`config.mk`:
```
export PLATFORM = sky130hd
export DESIGN_NAME = instruction_fetch
export DESIGN_NICKNAME = d
export VERILOG_FILES = /design/src/rtl/instruction_fetch.sv
export SDC_FILE = /design/constraint.sdc
export NUM_CORES = 1
export LEC_CHECK = 0
export CAP_MARGIN = 10
export CORE_MARGIN = 2
export CORE_UTILIZATION = 63
export CTS_CLUSTER_DIAMETER = 150
export CTS_CLUSTER_SIZE = 16
export DETAILED_ROUTE_END_ITERATION = 10
export DONT_BUFFER_PORTS = 1
export GPL_TIMING_DRIVEN = 0
export PLACE_DENSITY = 0.78
export SYNTH_ARGS = -nofsm -noshare
export SYNTH_HDL_FRONTEND = slang
export SYNTH_SLANG_ARGS = --single-unit
```
`constraint.sdc`:
```
create_clock -name clk -period 7.35 [get_ports clk]
set_input_delay 0.3675 -clock clk [delete_from_list [all_inputs] [get_ports clk]]
set_output_delay 0.3675 -clock clk [all_outputs]
set_load 0.005 [all_outputs]
```
`src/rtl/instruction_fetch.sv`:
```
// instruction_fetch: holds the fetch PC, keeps at most one instruction-memory read in flight,
// and queues returned words with their PCs in a 2-entry buffer feeding the decoder.
module instruction_fetch #(
    parameter int unsigned    bus      = 32,
    parameter logic [bus-1:0] RESET_PC = '0,
    parameter logic [bus-1:0] PC_STEP  = bus'(4)
) (
    input  logic           clk,
    input  logic           rst,
    output logic           imem_req,
    output logic [bus-1:0] imem_addr,
    input  logic           imem_rvalid,
    input  logic [31:0]    imem_rdata,
    input  logic           branch_taken,
    input  logic [bus-1:0] branch_target,
    output logic           instr_valid,
    output logic [31:0]    instr,
    output logic [bus-1:0] instr_pc,
    input  logic           instr_ready
);

    // StWait keeps the outstanding response, StDrop throws it away after a redirect.
    typedef enum logic [1:0] {StIdle, StWait, StDrop} state_e;

    state_e         r_state;
    state_e         w_state_next;
    logic [bus-1:0] r_fetch_pc;
    logic [bus-1:0] w_fetch_pc_next;
    logic [bus-1:0] r_req_pc;
    logic [1:0]     r_count;
    logic [1:0]     w_count_next;
    logic [2:0]     w_level;
    logic           w_push;
    logic           w_pop;
    logic           w_issue;
    logic [31:0]    r_instr0;
    logic [31:0]    r_instr1;
    logic [bus-1:0] r_pc0;
    logic [bus-1:0] r_pc1;

    // A redirect suppresses both buffer updates in its cycle.
    assign w_push  = imem_rvalid && (r_state == StWait) && !branch_taken;
    assign w_pop   = instr_valid && instr_ready && !branch_taken;
    // Occupancy after this cycle's push/pop; an issue is allowed only if a slot stays free.
    assign w_level = {1'b0, r_count} + {2'b00, w_push} - {2'b00, w_pop};

    // State register.
    always_ff @(posedge clk or posedge rst) begin
        if (rst) begin
            r_state <= StIdle;
        end else begin
            r_state <= w_state_next;
        end
    end

    // Next-state logic; a redirect wins over a simultaneous response or issue.
    always_comb begin
        w_state_next = r_state;
        unique case (r_state)
            StIdle: begin
                if (w_issue) begin
                    w_state_next = StWait;
                end
            end
            StWait: begin
                if (branch_taken) begin
                    w_state_next = imem_rvalid ? StIdle : StDrop;
                end else if (imem_rvalid) begin
                    w_state_next = w_issue ? StWait : StIdle;
                end
            end
            StDrop: begin
                if (imem_rvalid) begin
                    w_state_next = StIdle;
                end
            end
            default: w_state_next = StIdle;
        endcase
    end

    // Issue decision; a response landing in StDrop never chains a new request.
    always_comb begin
        w_issue = !rst && !branch_taken && (w_level < 3'd2) &&
                  ((r_state == StIdle) || ((r_state == StWait) && imem_rvalid));
        imem_req = w_issue;
    end

    // Next fetch PC and buffer occupancy.
    always_comb begin
        w_fetch_pc_next = r_fetch_pc;
        if (branch_taken) begin
            w_fetch_pc_next = branch_target;
        end else if (w_issue) begin
            w_fetch_pc_next = r_fetch_pc + PC_STEP;
        end
        w_count_next = branch_taken ? 2'd0 : w_level[1:0];
    end

    // Fetch PC, PC of the request in flight, and occupancy registers.
    always_ff @(posedge clk or posedge rst) begin
        if (rst) begin
            r_fetch_pc <= RESET_PC;
            r_req_pc   <= RESET_PC;
            r_count    <= 2'd0;
        end else begin
            r_fetch_pc <= w_fetch_pc_next;
            r_count    <= w_count_next;
            if (w_issue) begin
                r_req_pc <= r_fetch_pc;
            end
        end
    end

    // Buffer storage: slot 0 is the head; slots only move on pop so the head holds when empty.
    always_ff @(posedge clk or posedge rst) begin
        if (rst) begin
            r_instr0 <= '0;
            r_pc0    <= '0;
            r_instr1 <= '0;
            r_pc1    <= '0;
        end else begin
            if (w_pop && (r_count == 2'd2)) begin
                r_instr0 <= r_instr1;
                r_pc0    <= r_pc1;
            end
            if (w_push) begin
                if (w_level == 3'd1) begin
                    r_instr0 <= imem_rdata;
                    r_pc0    <= r_req_pc;
                end else begin
                    r_instr1 <= imem_rdata;
                    r_pc1    <= r_req_pc;
                end
            end
        end
    end

    assign imem_addr   = r_fetch_pc;
    assign instr_valid = (r_count != 2'd0);
    assign instr       = r_instr0;
    assign instr_pc    = r_pc0;

endmodule
```
==> flow_metrics.env, run 1 <==
export IMPL_cp_common_cell="sky130_fd_sc_hd__inv_1"
export IMPL_postSynthAreaPerCell_um2=10.9
export IMPL_floorplan_core_area_um2=13300
export IMPL_synth_flop_cell="sky130_fd_sc_hd__dfrtp_1"
export IMPL_slowest_stage="sky130_fd_sc_hd__clkinv_1"
export IMPL_die_w_um=121
export IMPL_postSynthNetCount=864
export IMPL_layout_cells_most_common_list="sky130_fd_sc_hd__dfrtp_1 (196), sky130_fd_sc_hd__nand2_1 (125), sky130_fd_sc_hd__nor2_1 (80)"
export IMPL_synthesis_area_um2=8620
export IMPL_pwr_density_cell_nw_per_um2=348
export IMPL_final_design_utilization_pct=71.4
export IMPL_layout_drive_gt1_share_pct=16.2
export IMPL_clk_root_buffer_cell="sky130_fd_sc_hd__clkbuf_16"
export IMPL_clkLatencyLatePin_ns=0.42
export IMPL_antenna_violating_nets_post_route=0
export IMPL_p_int_mw=2.30
export IMPL_criticalPathCategory="primary input to output pin"
export IMPL_cts_inserted_buffers=17
export IMPL_finalWorstPathRequiredPeriod_ns=4.40
export IMPL_start_kind="primary input"
export IMPL_boundaryPins=167
export IMPL_hold_ws_ns=0.0590
export IMPL_die_area_um2=14600
export IMPL_synth_top_cell_area_share_pct=56.9
export IMPL_finalWeightedCongestion=0.873
export IMPL_fmax_mhz=227
export IMPL_synth_async_reset_ratio_pct=100
export IMPL_yosys_register_bits=196
export IMPL_layout_setup_ws_ns=2.95
export IMPL_crit_buf_inv=7
export IMPL_synthDominantAreaCellType="sky130_fd_sc_hd__dfrtp_1"
export IMPL_totalWireLength_um=20500
export IMPL_nFillCells=949
export IMPL_rows=42
export IMPL_floorplan_initialDensity_pct=64.9
export IMPL_track_usage_pct=29.2
export IMPL_arrival_time_reported_for_the_critical_path_endpoint_ns=4.04
export IMPL_clock_power_share_pct=28.4
export IMPL_numPlacedInstances=968
export IMPL_layout_cells_non_filler=1002
export IMPL_viasPerCell=6.19
export IMPL_layout_cell_area_non_filler_um2=9500
export IMPL_final_hold_viol_count=0
export IMPL_report_final_setup_viol=0
export IMPL_synthesis_instances=791
export IMPL_placedInstanceArea_um2=8880
export IMPL_cts_reportedPaths_clkPinSlew_ns=0.07
export IMPL_count_of_flip_flops_with_a_built_in_enable_after_synthesis=0
export IMPL_finalCritPeriodShare_pct=59.9
export IMPL_mostFrequentLayoutCell="sky130_fd_sc_hd__dfrtp_1"
export IMPL_timing_final_max_slew_violations=0
export IMPL_p_comb_share_pct=17.2
export IMPL_worst_setup_path_end_kind="output pin"
export IMPL_grt_pass1_wl_um=33200
export IMPL_irDropWorstVdd_v=0.000180
export IMPL_max_stage_delay_ns=0.46
export IMPL_largest_net_degree_at_the_start_of_global_routing=120
export IMPL_seq_area_frac_synth_pct=56.9
export IMPL_ctsLongestPathBuffers=2
export IMPL_hpwlAfterDp_um=14400
export IMPL_drcViolationCount=0
export IMPL_port_buffer_count=0
export IMPL_antenna_cells=0
export IMPL_post_synth_main_area_contributors="sky130_fd_sc_hd__dfrtp_1 (57%), sky130_fd_sc_hd__mux2_2 (8.7%), sky130_fd_sc_hd__mux2i_1 (7.8%), sky130_fd_sc_hd__nand2_1 (5.4%), sky130_fd_sc_hd__a21oi_1 (4.1%)"
export IMPL_worstPathRequired_ns=6.98
export IMPL_worst_slew_margin_relative_to_its_limit_pct=53.5
export IMPL_tightestPinTransition_ns=0.691
export IMPL_grt_antenna_before_repair=0
export IMPL_post_cts_resize_count=0
export IMPL_tns_ns=0
export IMPL_path_delay_family="buffers and inverters"
export IMPL_lkg_pwr_nw=4.22
export IMPL_cts_sink_count=196
export IMPL_die_h_um=121
export IMPL_syn_warnings=0
export IMPL_synth_cell_types=51
export IMPL_critical_path_peak_fanout=10
export IMPL_switching_share_of_power_pct=30.5
export IMPL_maxCapViolCount=0
export IMPL_dp_slack_ns=2.94
export IMPL_status="completed"
export IMPL_part_of_the_total_power_dissipated_in_sequential_elements_pct=54.5
export IMPL_cts_htree_levels=4
export IMPL_grt_pass1_vias=6414
export IMPL_setup_skew_ns=0.00719
export IMPL_dr_total_vias=6200
export IMPL_gr_total_overflow=0
export IMPL_clock_tree_from_tritoncts="yes"
export IMPL_num_nets_final=886
export IMPL_first_iter_violations=459
export IMPL_area_delta_synth_final_pct=10.2
export IMPL_detailed_routing_iterations_pass_1=5
export IMPL_hold_class="primary input to flop"
export IMPL_crit_path_cell_trace="clkbuf_1, clkinv_1, and3_1, ha_1, inv_1, ha_1, inv_1, fa_1, xnor2_1, nand4_1, inv_1, buf_2, buf_1"
export IMPL_rsz0062_at_grt="false"
export IMPL_totalPowerFinal_mw=3.30
export IMPL_detail_route_wl_per_cell_um=20.5
export IMPL_power_switching_mw=1.01
path summary, 6_finish.rpt:
kind / start / depth (start not counted) / slack (ns) / end
hold / removal: branch_target[20] / 2 / 0.06 / imem_addr[20]
setup reg to reg: r_count[1] / 14 / 3.32 / imem_addr[9]
hold reg to reg: r_req_pc[3] / 2 / 0.50 / r_req_pc[3]
max in group asynchronous: rst / 3 / 5.86 / r_instr1[7]
min in group asynchronous: rst / 2 / 0.50 / r_pc1[1]
setup / recovery: branch_taken / 13 / 2.95 / imem_req
per-layer routing:
layer	global-route usage (%)	share of wire (%)
met2	47.6	49
met1	37.6	40
met3	7.94	8.8
met5	0	0
met4	11.1	2.3
Yosys cell counts (3+ instances only):
master / number
sky130_fd_sc_hd__nand2_1: 125
sky130_fd_sc_hd__clkbuf_1: 23
sky130_fd_sc_hd__and2_1: 3
sky130_fd_sc_hd__buf_1: 7
sky130_fd_sc_hd__nor4_1: 3
sky130_fd_sc_hd__o21ai_0: 19
sky130_fd_sc_hd__mux2i_1: 67
sky130_fd_sc_hd__and3_1: 5
sky130_fd_sc_hd__ha_1: 3
sky130_fd_sc_hd__a31oi_1: 4
sky130_fd_sc_hd__a22oi_1: 4
sky130_fd_sc_hd__nor3_1: 5
sky130_fd_sc_hd__a31o_2: 5
sky130_fd_sc_hd__buf_6: 3
sky130_fd_sc_hd__inv_1: 5
sky130_fd_sc_hd__nand4_1: 13
sky130_fd_sc_hd__buf_2: 15
sky130_fd_sc_hd__mux2_2: 67
sky130_fd_sc_hd__and4_1: 3
sky130_fd_sc_hd__o211ai_1: 9
sky130_fd_sc_hd__nand3_1: 19
sky130_fd_sc_hd__dfrtp_1: 196
sky130_fd_sc_hd__a21oi_1: 70
sky130_fd_sc_hd__nor2_1: 80
sky130_fd_sc_hd__o311ai_0: 4
worst reg2reg max path, stage by stage, from the launching register on:
cell                       delay (ns)
sky130_fd_sc_hd__dfrtp_1         0.43
sky130_fd_sc_hd__or2_2           0.34
sky130_fd_sc_hd__and3_1          0.20
sky130_fd_sc_hd__ha_1            0.29
sky130_fd_sc_hd__inv_1           0.07
sky130_fd_sc_hd__ha_1            0.14
sky130_fd_sc_hd__inv_1           0.04
sky130_fd_sc_hd__fa_1            0.38
sky130_fd_sc_hd__xnor2_1         0.20
sky130_fd_sc_hd__nand4_1         0.40
sky130_fd_sc_hd__inv_1           0.30
sky130_fd_sc_hd__buf_2           0.29
sky130_fd_sc_hd__buf_1           0.53
sky130_fd_sc_hd__nand3_1         0.16
sky130_fd_sc_hd__o211ai_1        0.18
state kept, by name (all words and copies together), names as in the netlist:
signal     flops
r_instr1      32
instr_pc      32
r_req_pc      32
imem_addr     32
r_count        2
instr         32
r_state        2
r_pc1         32
power by group through the flow:
| stage | sequential [mW] | clock (mW) | combinational, mW |
|---|---|---|---|
| CTS | 1.80 | 0.946 | 0.573 |
| global placement | 1.79 | 0 | 0.521 |
| global route | 1.85 | 0.993 | 0.641 |
| detailed placement | 1.82 | 0 | 0.567 |
| floorplan | 1.70 | 0 | 0.468 |
| finish | 1.80 | 0.937 | 0.567 |
area by class of cell:
class,count,area [µm²],share of cell area [%]
well taps,176,220,2.32
clock buffers,17,425,4.48
repair buffers,3,47.5,0.501
clock inverters,15,175,1.84
flip-flops and latches,196,4900,51.6
plain buffers,48,221,2.33
inverters,6,30.0,0.316
multi-input cells,541,3470,36.6
cell families after synthesis:
kind of cell / after synthesis / share of synthesized area (%)
AO/OA/AOI/OAI: 123 / 8.30
XOR/XNOR: 4 / 0.406
adder cells (fa/ha/maj): 4 / 0.667
buffers and inverters: 54 / 2.83
flip-flops: 196 / 56.9
multiplexers: 134 / 16.5
AND/OR/NAND/NOR: 276 / 14.4
what timing repair did:
item | CTS | global route
hold endpoints to repair | 78 | 0
buffers inserted | 0 | 0
hold buffers | 2 | 0
No activity file was read; power rests on OpenSTA's default activity.
==> run 2: changes to the inputs <==
- ABC_AREA: unset -> 1
- CORE_UTILIZATION: 63 -> 58
- PLACE_DENSITY: 0.78 -> 0.75
- clock period: 7.35 -> 3.9 ns (I/O delays scaled with it)
==> run 2 against run 1 <==
- via count up 29%
- design area up 18%
- sequential share of layout area down 7.7 points
- worst setup slack worse by 2.1 ns
- routed wire length up 15%
- power up 100%
- non-clock buffer count up 80
- sequential power up 89%
==> flow_metrics.env, run 2 <==
export IMPL_dr_total_vias=8000
export IMPL_irDropWorstVdd_v=0.000347
export IMPL_layout_drive_gt1_share_pct=10.6
export IMPL_maxCapViolCount=0
export IMPL_antenna_cells=0
export IMPL_grt_pass1_wl_um=39300
export IMPL_gr_total_overflow=0
export IMPL_finalWorstPathRequiredPeriod_ns=3.08
export IMPL_viasPerCell=5.18
export IMPL_port_buffer_count=0
export IMPL_grt_pass1_vias=7717
export IMPL_postSynthNetCount=1296
export IMPL_cts_reportedPaths_clkPinSlew_ns=0.07
export IMPL_cts_htree_levels=4
export IMPL_first_iter_violations=481
export IMPL_tightestPinTransition_ns=0.651
export IMPL_finalCritPeriodShare_pct=78.9
export IMPL_worst_slew_margin_relative_to_its_limit_pct=56.5
export IMPL_hold_ws_ns=0.0478
export IMPL_lkg_pwr_nw=5.47
export IMPL_yosys_register_bits=196
export IMPL_timing_final_max_slew_violations=0
export IMPL_area_delta_synth_final_pct=16.3
export IMPL_synth_async_reset_ratio_pct=100
export IMPL_cp_common_cell="sky130_fd_sc_hd__nand2_1"
export IMPL_synth_cell_types=27
export IMPL_die_area_um2=17600
export IMPL_seq_area_frac_synth_pct=51.0
export IMPL_pwr_density_cell_nw_per_um2=592
export IMPL_tns_ns=0
export IMPL_numPlacedInstances=1448
export IMPL_synthesis_area_um2=9610
export IMPL_worst_setup_path_end_kind="flop"
export IMPL_globalRouteMet1Util_pct=38.4
export IMPL_cts_post_setup_buffers_inserted=0
export IMPL_hold_class="primary input to flop"
export IMPL_layout_cells_non_filler=1544
export IMPL_post_synth_main_area_contributors="sky130_fd_sc_hd__dfrtp_1 (51%), sky130_fd_sc_hd__nand2_1 (15%), sky130_fd_sc_hd__o21ai_0 (8.2%), sky130_fd_sc_hd__inv_1 (7.8%), sky130_fd_sc_hd__o21ai_2 (5.5%)"
export IMPL_count_of_flip_flops_with_a_built_in_enable_after_synthesis=0
export IMPL_cts_inserted_buffers=17
export IMPL_crit_buf_inv=5
export IMPL_die_h_um=133
export IMPL_report_final_setup_viol=0
export IMPL_mostFrequentLayoutCell="sky130_fd_sc_hd__nand2_1"
export IMPL_setup_skew_ns=0.0100
export IMPL_met3_usage_pct=5.94
export IMPL_detailed_routing_iterations_pass_1=7
export IMPL_status="completed"
export IMPL_slowest_stage="sky130_fd_sc_hd__fa_1"
export IMPL_layout_cells_most_common_list="sky130_fd_sc_hd__nand2_1 (379), sky130_fd_sc_hd__inv_1 (198), sky130_fd_sc_hd__dfrtp_1 (196)"
export IMPL_worstPathRequired_ns=4.20
export IMPL_critical_path_peak_fanout=10
export IMPL_clock_tree_from_tritoncts="yes"
export IMPL_num_nets_final=1387
export IMPL_yosys_top_cells_count="sky130_fd_sc_hd__nand2_1 (379), sky130_fd_sc_hd__inv_1 (199), sky130_fd_sc_hd__dfrtp_1 (196)"
export IMPL_final_design_utilization_pct=68.1
export IMPL_syn_warnings=0
export IMPL_ctsLongestPathBuffers=2
export IMPL_grt_busiest_layer="met2"
export IMPL_final_hold_viol_count=0
export IMPL_totalWireLength_um=23600
export IMPL_max_stage_delay_ns=0.51
export IMPL_hpwlAfterDp_um=16800
export IMPL_criticalPathCategory="flop to flop"
export IMPL_clkLatencyLatePin_ns=0.43
export IMPL_clk_root_buffer_cell="sky130_fd_sc_hd__clkbuf_16"
export IMPL_track_usage_pct=28.0
export IMPL_met2_usage_pct=45.6
export IMPL_synth_top_cell_area_share_pct=51.0
export IMPL_rows=47
export IMPL_synth_most_common_cell="sky130_fd_sc_hd__nand2_1"
export IMPL_floorplan_core_area_um2=16400
export IMPL_grt_antenna_before_repair=0
export IMPL_crit_path_cell_trace="nor2_2, nand2_2, nor2_4, inv_2, ha_1, inv_1, ha_1, inv_1, fa_1, nand2_1, nor3_1, nand2_1, buf_4, clkbuf_1, nand2_1, o21ai_0"
export IMPL_floorplan_initialDensity_pct=58.6
export IMPL_synthesis_instances=1223
export IMPL_finalWeightedCongestion=0.874
export IMPL_fmax_mhz=325
export IMPL_die_w_um=133
export IMPL_synth_flop_cell="sky130_fd_sc_hd__dfrtp_1"
export IMPL_totalPowerFinal_mw=6.61
export IMPL_path_delay_family="simple AND/OR/NAND/NOR gates"
export IMPL_start_kind="flop"
export IMPL_rsz0062_at_grt="false"
export IMPL_boundaryPins=167
export IMPL_cts_sink_count=196
export IMPL_drcViolationCount=0
export IMPL_antenna_violating_nets_post_route=0
export IMPL_largest_net_degree_at_the_start_of_global_routing=43
export IMPL_postSynthAreaPerCell_um2=7.86
export IMPL_synthDominantAreaCellType="sky130_fd_sc_hd__dfrtp_1"
export IMPL_detail_route_wl_per_cell_um=15.3
export IMPL_arrival_time_reported_for_the_critical_path_endpoint_ns=3.38
## run 2: cell types whose count changed after synthesis, sizes merged, moves of 19 or more
cell   before  now
nand3      20   74
o21ai      19  222
nor2       81   62
a21oi      70   13
mux2i      67    0
inv         5  203
mux2       67    0
nand2     126  381
## run 2: routing by layer
metal / wire length [µm] / part of all wire, % / up-vias
met5: 0 / 0 / -
met4: 351 / 1.5 / 0
met1: 10400 / 44 / 3724
met3: 1460 / 6.2 / 29
met2: 11400 / 48 / 264
li1: - / - / 3983
## run 2: repair_timing
item                      in CTS  in global routing
gates resized for setup        0                  0
hold buffers                  67                  0
hold endpoints to repair     120                  0
## run 2: final timing paths
path                                   start      endpoint  slack, ns  cells past startpoint
worst max-delay path              r_state[1]  instr_pc[20]       0.82                     16
worst min-delay path            branch_taken    r_state[0]       0.05                      3
worst max register to register    r_state[1]  instr_pc[20]       0.82                     16
worst min register to register    r_state[0]    r_state[1]       0.48                      1
max in group asynchronous                rst     instr[25]       2.71                      4
min in group asynchronous                rst  r_req_pc[21]       0.34                      2
## run 2: worst reg2reg max path: cells and delay by family, from the launching register on
family                     cells  cell delay [ns]
AOI/OAI and AO/OA              1             0.11
adders and majority gates      3             0.90
buffers and inverters          5             0.62
DFF                            1             0.40
and+or+nand+nor                7             0.93
## run 2: per-stage QoR
step                area (µm²)  setup slack [ns]
finish                   11200             0.823
global route             11200             0.578
CTS                      11200             0.810
detailed placement       10000             0.514
global placement          9900             -1.44
floorplan                 9620           -0.0184
## run 2: power by group
group	switching [mW]	total, mW	internal, mW
clock	0.751	1.57	0.822
combinational	0.954	1.64	0.687
sequential	0.595	3.40	2.80
total	2.30	6.61	4.31
## run 2: logic make-up (layout without fill, tap and decap cells)
group                    Yosys count  after routing  share of synthesized area [%]
AND/OR/NAND/NOR                  523            523                           21.9
buffers and inverters            262            363                           11.7
AO/OA/AOI/OAI                    236            236                           14.7
flip-flops                       196            196                           51.0
adder cells (fa/ha/maj)            4              4                          0.599
XOR/XNOR                           2              2                          0.182
## run 2: final cells by class
| type | count | area (µm²) |
|---|---|---|
| fill | 1327 | 5230 |
| sequential | 196 | 4900 |
| multi-input combinational | 765 | 3580 |
| timing repair buffer | 72 | 771 |
| inverter | 203 | 766 |
| clock buffer | 21 | 450 |
| buffer | 59 | 367 |
| tap | 220 | 275 |
| clock inverter | 8 | 57.6 |
